### src/rtl/sqrt_iter_s0.sv
// Iterative restoring square root: 16-bit radicand -> 8-bit root + 9-bit remainder.
// One root bit is resolved per cycle, MSB first, behind a valid/ready handshake.
module sqrt_iter_s0 (
    input  logic        i_clk,
    input  logic        i_rst_n,
    input  logic        i_in_valid,
    output logic        o_in_ready,
    input  logic [15:0] i_radicand,
    output logic        o_out_valid,
    input  logic        i_out_ready,
    output logic [7:0]  o_root,
    output logic [8:0]  o_remainder,
    output logic        o_root_en,
    output logic [7:0]  o_root_next
);

    typedef enum logic [1:0] {S_IDLE, S_ITER, S_DONE} state_t;

    state_t              r_state, w_state_nxt;
    logic [15:0]         r_rad;
    logic [7:0]          r_root;
    logic [8:0]          r_rem;
    logic [2:0]          r_cnt;

    logic [1:0]          w_pair;
    logic [10:0]         w_cat;
    logic signed [10:0]  w_trial;
    logic                w_fit;
    logic [7:0]          w_root_new;
    logic [8:0]          w_rem_new;

    assign w_pair  = r_rad[{r_cnt, 1'b0} +: 2];
    assign w_cat   = {r_rem, w_pair};
    assign w_trial = $signed(w_cat) - $signed({1'b0, r_root, 2'b01});
    // rem <= 2*root keeps any accepted trial below 0x200; bit 9 guards the 9-bit store.
    assign w_fit      = ~w_trial[10] & ~w_trial[9];
    assign w_root_new = {r_root[6:0], w_fit};
    assign w_rem_new  = w_fit ? w_trial[8:0] : w_cat[8:0];

    always_ff @(posedge i_clk or negedge i_rst_n) begin
        if (!i_rst_n) r_state <= S_IDLE;
        else          r_state <= w_state_nxt;
    end

    always_comb begin
        w_state_nxt = r_state;
        case (r_state)
            S_IDLE: if (i_in_valid)     w_state_nxt = S_ITER;
            S_ITER: if (r_cnt == 3'd0)  w_state_nxt = S_DONE;
            S_DONE: if (i_out_ready)    w_state_nxt = S_IDLE;
            default:                    w_state_nxt = S_IDLE;
        endcase
    end

    always_comb begin
        o_in_ready  = 1'b0;
        o_out_valid = 1'b0;
        o_root_en   = 1'b0;
        o_root_next = r_root;
        case (r_state)
            S_IDLE: o_in_ready = 1'b1;
            S_ITER: begin
                o_root_en   = 1'b1;
                o_root_next = w_root_new;
            end
            S_DONE: o_out_valid = 1'b1;
            default: ;
        endcase
    end

    always_ff @(posedge i_clk or negedge i_rst_n) begin
        if (!i_rst_n) begin
            r_rad  <= '0;
            r_root <= '0;
            r_rem  <= '0;
            r_cnt  <= '0;
        end else if (r_state == S_IDLE && i_in_valid) begin
            r_rad  <= i_radicand;
            r_root <= '0;
            r_rem  <= '0;
            r_cnt  <= 3'd7;
        end else if (r_state == S_ITER) begin
            r_root <= w_root_new;
            r_rem  <= w_rem_new;
            if (r_cnt != 3'd0) r_cnt <= r_cnt - 3'd1;
        end
    end

    assign o_root      = r_root;
    assign o_remainder = r_rem;

endmodule

### config.mk
export PLATFORM = sky130hd
export DESIGN_NAME = sqrt_iter_s0
export DESIGN_NICKNAME = d
export VERILOG_FILES = /design/src/rtl/sqrt_iter_s0.sv
export SDC_FILE = /design/constraint.sdc
export NUM_CORES = 1
export LEC_CHECK = 0
export BUFFER_PORTS_ARGS = -buffer_cell sky130_fd_sc_hd__buf_2
export CAP_MARGIN = 10
export CORE_MARGIN = 8
export CORE_UTILIZATION = 40
export CTS_CLUSTER_SIZE = 20
export DETAILED_ROUTE_END_ITERATION = 8
export HOLD_SLACK_MARGIN = 0.08
export SYNTH_ARGS = -nofsm -noshare
export SYNTH_HDL_FRONTEND = slang
export SYNTH_SLANG_ARGS = --single-unit
### constraint.sdc
create_clock -name i_clk -period 6.6 [get_ports i_clk]
set_input_delay 0.99 -clock i_clk [delete_from_list [all_inputs] [get_ports i_clk]]
set_output_delay 0.99 -clock i_clk [all_outputs]
set_load 0.1 [all_outputs]
Yosys cells after proc, flatten, opt, wreduce, memory -nomap -nowiden:

Index checks and enable logic that the tools add are counted.

* muxes and demuxes: 15
* reduce and logical (&&, ||, !) cells: 8
* shift-type cells: 1
* bitwise operators: 3
* eq/ne operators: 5
* add/subtract/negate cells: 2

Operator list (count)
* $mux W9: 3
* $mux W8: 2
* $shiftx A16 B5 Y2: 1
* $sub A11 B11 Y11: 1
* $mux W3: 3
* $mux W2: 3
* $ne A2 B2 Y1 const B: 3
* $pmux W2 S3: 1
* $reduce_bool A2 Y1: 2
* $logic_not A3 Y1: 1
* $mux W1: 3
* $reduce_and A3 Y1: 1
* $reduce_bool A3 Y1: 1
* $sub A3 B1 Y3 const B: 1
* $eq A2 B1 Y1 const B: 1
* $eq A2 B2 Y1 const B: 1
* $logic_not A2 Y1: 1
* $not A1 Y1: 2
* $reduce_and A2 Y1: 1
* $and A1 B1 Y1: 1
* $logic_and A1 B1 Y1: 1

* input bits: 20
* output and inout bits: 28
* word-level logic and storage cells: 39
* register bits after elaboration: 38

Logic depth before layout (Yosys ltp):

Gate-level depths: netlist of run 1.

* depth in word-level cells: 7
* mapped depth: 12
* gate-level depth less buffers: 10

Least setup slack after synthesis of run 1:

Ideal clock, no wire load.

* path type: register to output
* start point: register r_root[1], in the netlist o_root[1]
* end point: output o_root_next[0]
* stages on the path, launching flop included: 12
* buffers on the path: 2
* setup slack: 2.034 ns
* required time: 5.610 ns
* data arrival time: 3.576 ns
* cells stage by stage: dfrtp_1 inv_1 ha_1 clkbuf_1 a21o_1 a21oi_1 o21ai_0 a221o_2 nor4b_2 buf_6 nand2_1 nand2_1

* longest elaborated chain between the ends: 4
* elaborated cells on any way between the ends: 5
* those cells by class: 1 x add/sub; 1 x mux; 3 x bitwise

RTL lines
* start, declared: RTL line 21 `logic [7:0] r_root;`
* start signal, assigned: RTL line 83 `r_root <= w_root_new;`
* $sub A11 B11 Y11 *: RTL line 34 `assign w_trial = $signed(w_cat) - $signed({1'b0, r_root, 2'b01});`
* $not A1 Y1: RTL line 36 `assign w_fit = ~w_trial[10] & ~w_trial[9];`
* $and A1 B1 Y1 *: RTL line 36
* $mux W8 *
* end, declared: RTL line 14 `output logic [7:0] o_root_next`

Mark *: on every way between the ends. The rest lies on a longest branch, timed or not.

Worst setup path in the final report of run 1:

* start point: register r_cnt[0]
* end point: output o_root_next[0]

* longest elaborated chain between the ends: 5
* elaborated cells on any way between the ends: 6
* those cells by class: 1 x add/sub; 1 x shift; 1 x mux; 3 x bitwise

RTL lines
* start, declared: RTL line 23 `logic [2:0] r_cnt;`
* start signal, assigned: RTL line 85 `if (r_cnt != 3'd0) r_cnt <= r_cnt - 3'd1;`
* $shiftx A16 B5 Y2 *: RTL line 32 `assign w_pair = r_rad[{r_cnt, 1'b0} +: 2];`
* $sub A11 B11 Y11 *: RTL line 34
* $not A1 Y1: RTL line 36
* $and A1 B1 Y1 *: RTL line 36
* $mux W8 *

Marked as above.

==> impl_metrics.json, run 1 <==
{
  "status": "finished, final reports clean",
  "numPortBuffers": 47,
  "seq_cells_post_synth": 38,
  "post_drt_via_cell_ratio": 5.17,
  "clock_sinks": 38,
  "worst-endpoint-required_ps": 5610,
  "reg2reg_depth": 11,
  "synth_area_per_cell_um2": 8.98,
  "min_period_ps": 4640,
  "antennaDiodeCount": 0,
  "synth_enable_flop_cells": 0,
  "ys_async_sr_fraction": 1.00,
  "dr.first_iter.drc_count": 87,
  "globalRoute.totalOverflow": 0,
  "synth_area_leaders": "dfrtp_1 40%, nand2_1 11%, ha_1 5.8%, mux4_1 5.5%, mux2i_1 3.4%",
  "die_h_um": 93.1,
  "rr_endpoint": "o_remainder[1]",
  "worst_setup_hold_path_clk_slew_ps": 70,
  "synth_top_area_share": 0.400,
  "setup_total_negative_slack_ps": 0,
  "timing.hold.worst.class": "flip-flop to flip-flop",
  "critical_path.max_fanout": 9,
  "grt_usage": 0.140,
  "area_growth_syn_to_layout_pct": 14.7,
  "clock_latency_at_the_later_pin_of_the_worst_skew_pair_ps": 290,
  "final_wl_um": 5640,
  "fmax_mhz": 215,
  "yosysSeqAreaShare": 0.400,
  "grt_setup_unrepaired": "false",
  "report.final.slew_viol_count": 0,
  "number_of_antenna_violations_at_the_first_check_in_global_routing": 0,
  "hold_path_startpoint": "r_rad[4]",
  "tritoncts_clock_tree": "done",
  "postCtsSetupRepairBufs": 0,
  "synthesis.nets": 296,
  "yosysWarningCount": 0,
  "cts_hold_buffers": 0,
  "netlist_area_um2": 2380,
  "grt_start_max_net_pins": 39,
  "data_arrival_time_at_the_worst_slack_endpoint_ps": 3650,
  "boundaryPins": 48,
  "routabilityCongestion": 0.838,
  "yosysUniqueCellTypes": 49,
  "route.antenna.remaining_nets": 0,
  "final_min_period_over_clock_period": 0.703,
  "die-width_um": 93.1,
  "dr_total_vias": 1971,
  "report.final.setup_viol": 0,
  "final_nets": 337,
  "cts-buffers-inserted": 5,
  "timing.hold.worst_endpoint": "r_rad[4]",
  "max-cap-violations": 0,
  "final_common_cell": "nand2_1",
  "cts-htree-levels": 2,
  "final_hold_viol_count": 0,
  "drc_viols": 0,
  "effective_utilization_at_floorplan": 0.407,
  "setup.worst_path.class": "flip-flop to output port",
  "netlist_instances": 265,
  "skew_ps": 3.18,
  "yosys.area.top_type": "dfrtp_1",
  "cts_root_buf": "clkbuf_8",
  "placement_rows": 28,
  "first_pass_iters": 4,
  "worst_r2r_start": "r_cnt[0]",
  "rrSetupSlack_ps": 3160,
  "max-slew-margin-rel": 0.263,
  "timing.critical_path.to_type": "output port",
  "tightestPinTransition_ps": 1100,
  "number_of_global_route_vias_before_repair": 2030,
  "setup.worst_path.start_class": "flip-flop",
  "synth_top_flop_cell": "dfrtp_1",
  "detail_route.wl_per_cell_um": 14.8,
  "grt_first_pass_wirelength_um": 9830,
  "die_area_um2": 8670,
  "share_of_post_route_cells_with_drive_strength_above_1": 0.212,
  "cts_max_path_buffers": 2,
  "layout_common_cells": "68 x nand2_1, 47 x buf_2, 38 x dfrtp_1, 13 x inv_1",
  "core_um2": 5850,
  "cts_repair_resize_count": 0,
  "worstHoldPathCells": 2,
  "place_hpwl_um": 4150
}
==> metal layers <==
| metal | global-route usage | vias up | share of wire |
|---|---|---|---|
| li1 | - | 1001 | - |
| met1 | 0.176 | 919 | 0.47 |
| met2 | 0.234 | 41 | 0.49 |
| met3 | 0.0337 | 10 | 0.038 |
| met4 | 0.0362 | 0 | 0.011 |
| met5 | 0 | - | 0 |
==> cell families (layout without fill, tap and decap cells) <==
group,after synthesis,after routing,synth area share
AO/OA/AOI/OAI,45,45,0.125
XOR/XNOR,8,8,0.0294
adder cells (fa/ha/maj),11,11,0.0578
buffers and inverters,29,70,0.0542
flip-flops,38,38,0.400
multiplexers,14,14,0.0952
AND/OR/NAND/NOR,120,120,0.239
==> registers in the layout (all words and copies together), names as in the netlist <==
name / cells
o_remainder: 9
o_root: 8
r_cnt: 3
r_rad: 16
r_state: 2
==> layout make-up <==
class	count	area, µm²
Fill cell	578	3120
Multi-Input combinational cell	198	1300
Timing Repair Buffer	49	250
Inverter	14	55.1
Clock inverter	2	10.0
Tap cell	75	93.8
Sequential cell	38	951
Clock buffer	5	68.8
==> cell usage after synthesis (all sizes together) (2+ instances only) <==
master and count:
clkbuf 10, o21a 2, nand4 3, xnor2 7, nor2 11, buf 5, o211ai 3, nor4b 3
inv 14, nor2b 3, mux4 5, mux2i 8, ha 11, nor3 2, nand3 11, nor4 3
o21ai 18, a21oi 8, dfrtp 38, nand2 68, and2 9, a211oi 3, nand2b 2
==> per-stage QoR <==
stage	util	hold slack, ps	cell area (µm²)	setup slack (ps)	instances
after CTS	0.466	505	2730	1930	381
after floorplan	-	460	2380	2030	265
after detailed placement	0.453	486	2650	2270	374
after global placement	0.453	486	2650	2330	374
final	0.466	499	2730	1960	381
after global routing	0.466	532	2730	1630	381
==> how the worst max path moves through the flow <==
stage                                 to       from
after detailed placement  o_root_next[0]   r_cnt[0]
after floorplan           o_root_next[0]  o_root[1]
final                     o_root_next[0]   r_cnt[0]
after global placement    o_root_next[0]   r_cnt[0]
after CTS                 o_root_next[0]   r_cnt[0]
after global routing      o_root_next[0]   r_cnt[0]
==> critical path: stages, from the launching register on <==
cell	delay, ps
dfrtp_1	560
mux4_1	600
mux2i_1	230
ha_1	230
nor2b_1	80
o2111ai_1	220
a211oi_1	150
o311a_1	370
nor4b_2	260
nand2_1	140
nand2_1	100
buf_2	420
Power of run 1 is not shown: default switching activity piles up to over one toggle a cycle in this logic, so the estimate is an artifact.
==> inputs of run 2 (changes only) <==
Clock period 6.6 ns to 3.8 ns, I/O delays scaled along.
==> run 2 against run 1 <==
Sequential share of layout area down 1.5 points. Flip-flop and latch count unchanged. Core utilization up 2.2 points. Die area unchanged. Clock skew down 0.70 ps. Critical path depth unchanged.
==> impl_metrics.json, run 2 (synthesized netlist as in run 1, its figures left out) <==
{
  "status": "finished, final reports clean",
  "placement_rows": 28,
  "cts_root_buf": "clkbuf_8",
  "core_um2": 5850,
  "data_arrival_time_at_the_worst_slack_endpoint_ps": 3130,
  "final_min_period_over_clock_period": 0.974,
  "cts-htree-levels": 2,
  "setup_total_negative_slack_ps": 0,
  "critical_path.max_fanout": 6,
  "tritoncts_clock_tree": "done",
  "cts_max_path_buffers": 2,
  "boundaryPins": 48,
  "grt_usage": 0.145,
  "busiest_layer": "met2",
  "die-width_um": 93.1,
  "worst_setup_hold_path_clk_slew_ps": 70,
  "largest_register": "r_rad",
  "place_hpwl_um": 4280,
  "largest_register_ff_count": 16,
  "cts_hold_buffers": 0,
  "antennaDiodeCount": 0,
  "drc_viols": 0,
  "final_hold_viol_count": 0,
  "report.final.slew_viol_count": 0,
  "number_of_antenna_violations_at_the_first_check_in_global_routing": 0,
  "skew_ps": 2.48,
  "route.antenna.remaining_nets": 0,
  "grt_first_pass_wirelength_um": 10100,
  "timing.hold.worst.class": "primary input to asynchronous set/reset pin",
  "final_nets": 347,
  "layout_common_cells": "67 x nand2_1, 46 x buf_2, 35 x dfrtp_1, 13 x inv_1, 12 x buf_4",
  "final_wl_um": 5900,
  "effective_utilization_at_floorplan": 0.407,
  "min_period_ps": 3700,
  "dr.first_iter.drc_count": 75,
  "met1_usage": 0.168,
  "die_area_um2": 8670,
  "gr-usage-met2": 0.248,
  "first_pass_iters": 4,
  "routabilityCongestion": 0.902,
  "fmax_mhz": 270,
  "report.final.setup_viol": 0,
  "clock_sinks": 38,
  "worst-endpoint-required_ps": 3230,
  "clock_latency_at_the_later_pin_of_the_worst_skew_pair_ps": 290,
  "dr_total_vias": 2061,
  "share_of_post_route_cells_with_drive_strength_above_1": 0.281,
  "numPortBuffers": 47,
  "max-cap-violations": 0,
  "globalRoute.totalOverflow": 0,
  "die_h_um": 93.1,
  "number_of_global_route_vias_before_repair": 2088,
  "area_growth_syn_to_layout_pct": 20.2,
  "detail_route.wl_per_cell_um": 15.0,
  "grt_start_max_net_pins": 39,
  "final_common_cell": "nand2_1",
  "cts-buffers-inserted": 5,
  "use_met3": 0.0377,
  "setup.worst_path.class": "flip-flop to output port",
  "filler_free_cell_count_of_the_finished_design": 392,
  "place_inst": 375,
  "tightestPinTransition_ps": 1160,
  "post_drt_via_cell_ratio": 5.26,
  "setup.worst_path.start_class": "flip-flop",
  "max-slew-margin-rel": 0.228,
  "grt_setup_unrepaired": "true",
  "timing.critical_path.to_type": "output port"
}
-- run 2: cell count changes in the layout (fill, tap and decap cells not counted), moves of 2 or more --
cell / previous run / this run
buf_4: 2 / 12
dfrtp_1: 38 / 35
dfrtp_2: 0 / 3
mux2i_1: 8 / 6
mux2i_2: 0 / 2
mux4_1: 5 / 1
mux4_2: 0 / 4
o21ai_0: 11 / 6
o21ai_1: 6 / 11
-- run 2: metrics by stage --
stage / utilization / cell area [µm²] / worst slack, ps / hold slack (ps)
5_1_grt: 0.489 / 2860 / -83.6 / 461
2_1_floorplan: - / 2380 / 2.86 / 274
3_3_place_gp: 0.458 / 2680 / 160 / 485
4_1_cts: 0.484 / 2830 / -12.7 / 429
3_5_place_dp: 0.458 / 2680 / 56.9 / 492
6_report: 0.489 / 2860 / 97.3 / 387
-- run 2: worst max-delay path, stage by stage (launching register included) --
cell       delay, ps
dfrtp_2          480
mux4_2           540
mux2i_2          190
ha_2             240
nor2b_4           50
o2111ai_2        220
a211oi_2         110
o311a_1          340
nor4b_4          250
nand2_1          120
nand2_2          130
buf_12           170
-- run 2: timing repair --
item	CTS	global route
setup buffers	7	2
cloned	0	0
setup endpoints to repair	1	1
endpoints found under the hold margin	0	0
pin swaps	6	3
resized for setup	11	2
-- run 2: area by class of cell --
type,count,area [µm²]
fillers,576,2990
clock inverters,1,5.00
inverters,14,55.1
repair buffers,59,340
flip-flops and latches,38,955
multi-input cells,198,1330
clock buffers,7,86.3
well taps,75,93.8
-- run 2: per-layer routing --
layer / part of all wire / vias to the layer above / wire (µm)
li1: - / 1020 / -
met1: 0.44 / 990 / 2600
met2: 0.50 / 44 / 2930
met3: 0.045 / 7 / 264
met4: 0.018 / 0 / 106
met5: 0 / - / 0
-- run 2: worst paths after layout --
path / start / end / slack (ps) / depth (start not counted)
max: r_cnt[0] / o_root_next[0] / 100 / 11
min: i_rst_n / r_rad[15] / 390 / 1
max reg2reg: r_cnt[0] / o_remainder[1] / 450 / 13
min reg2reg: r_rad[8] / r_rad[8] / 510 / 2
max in group asynchronous: i_rst_n / o_root[1] / 2840 / 1
min in group i_clk: i_radicand[8] / r_rad[8] / 460 / 3
Power of run 2 is left out for the same reason.
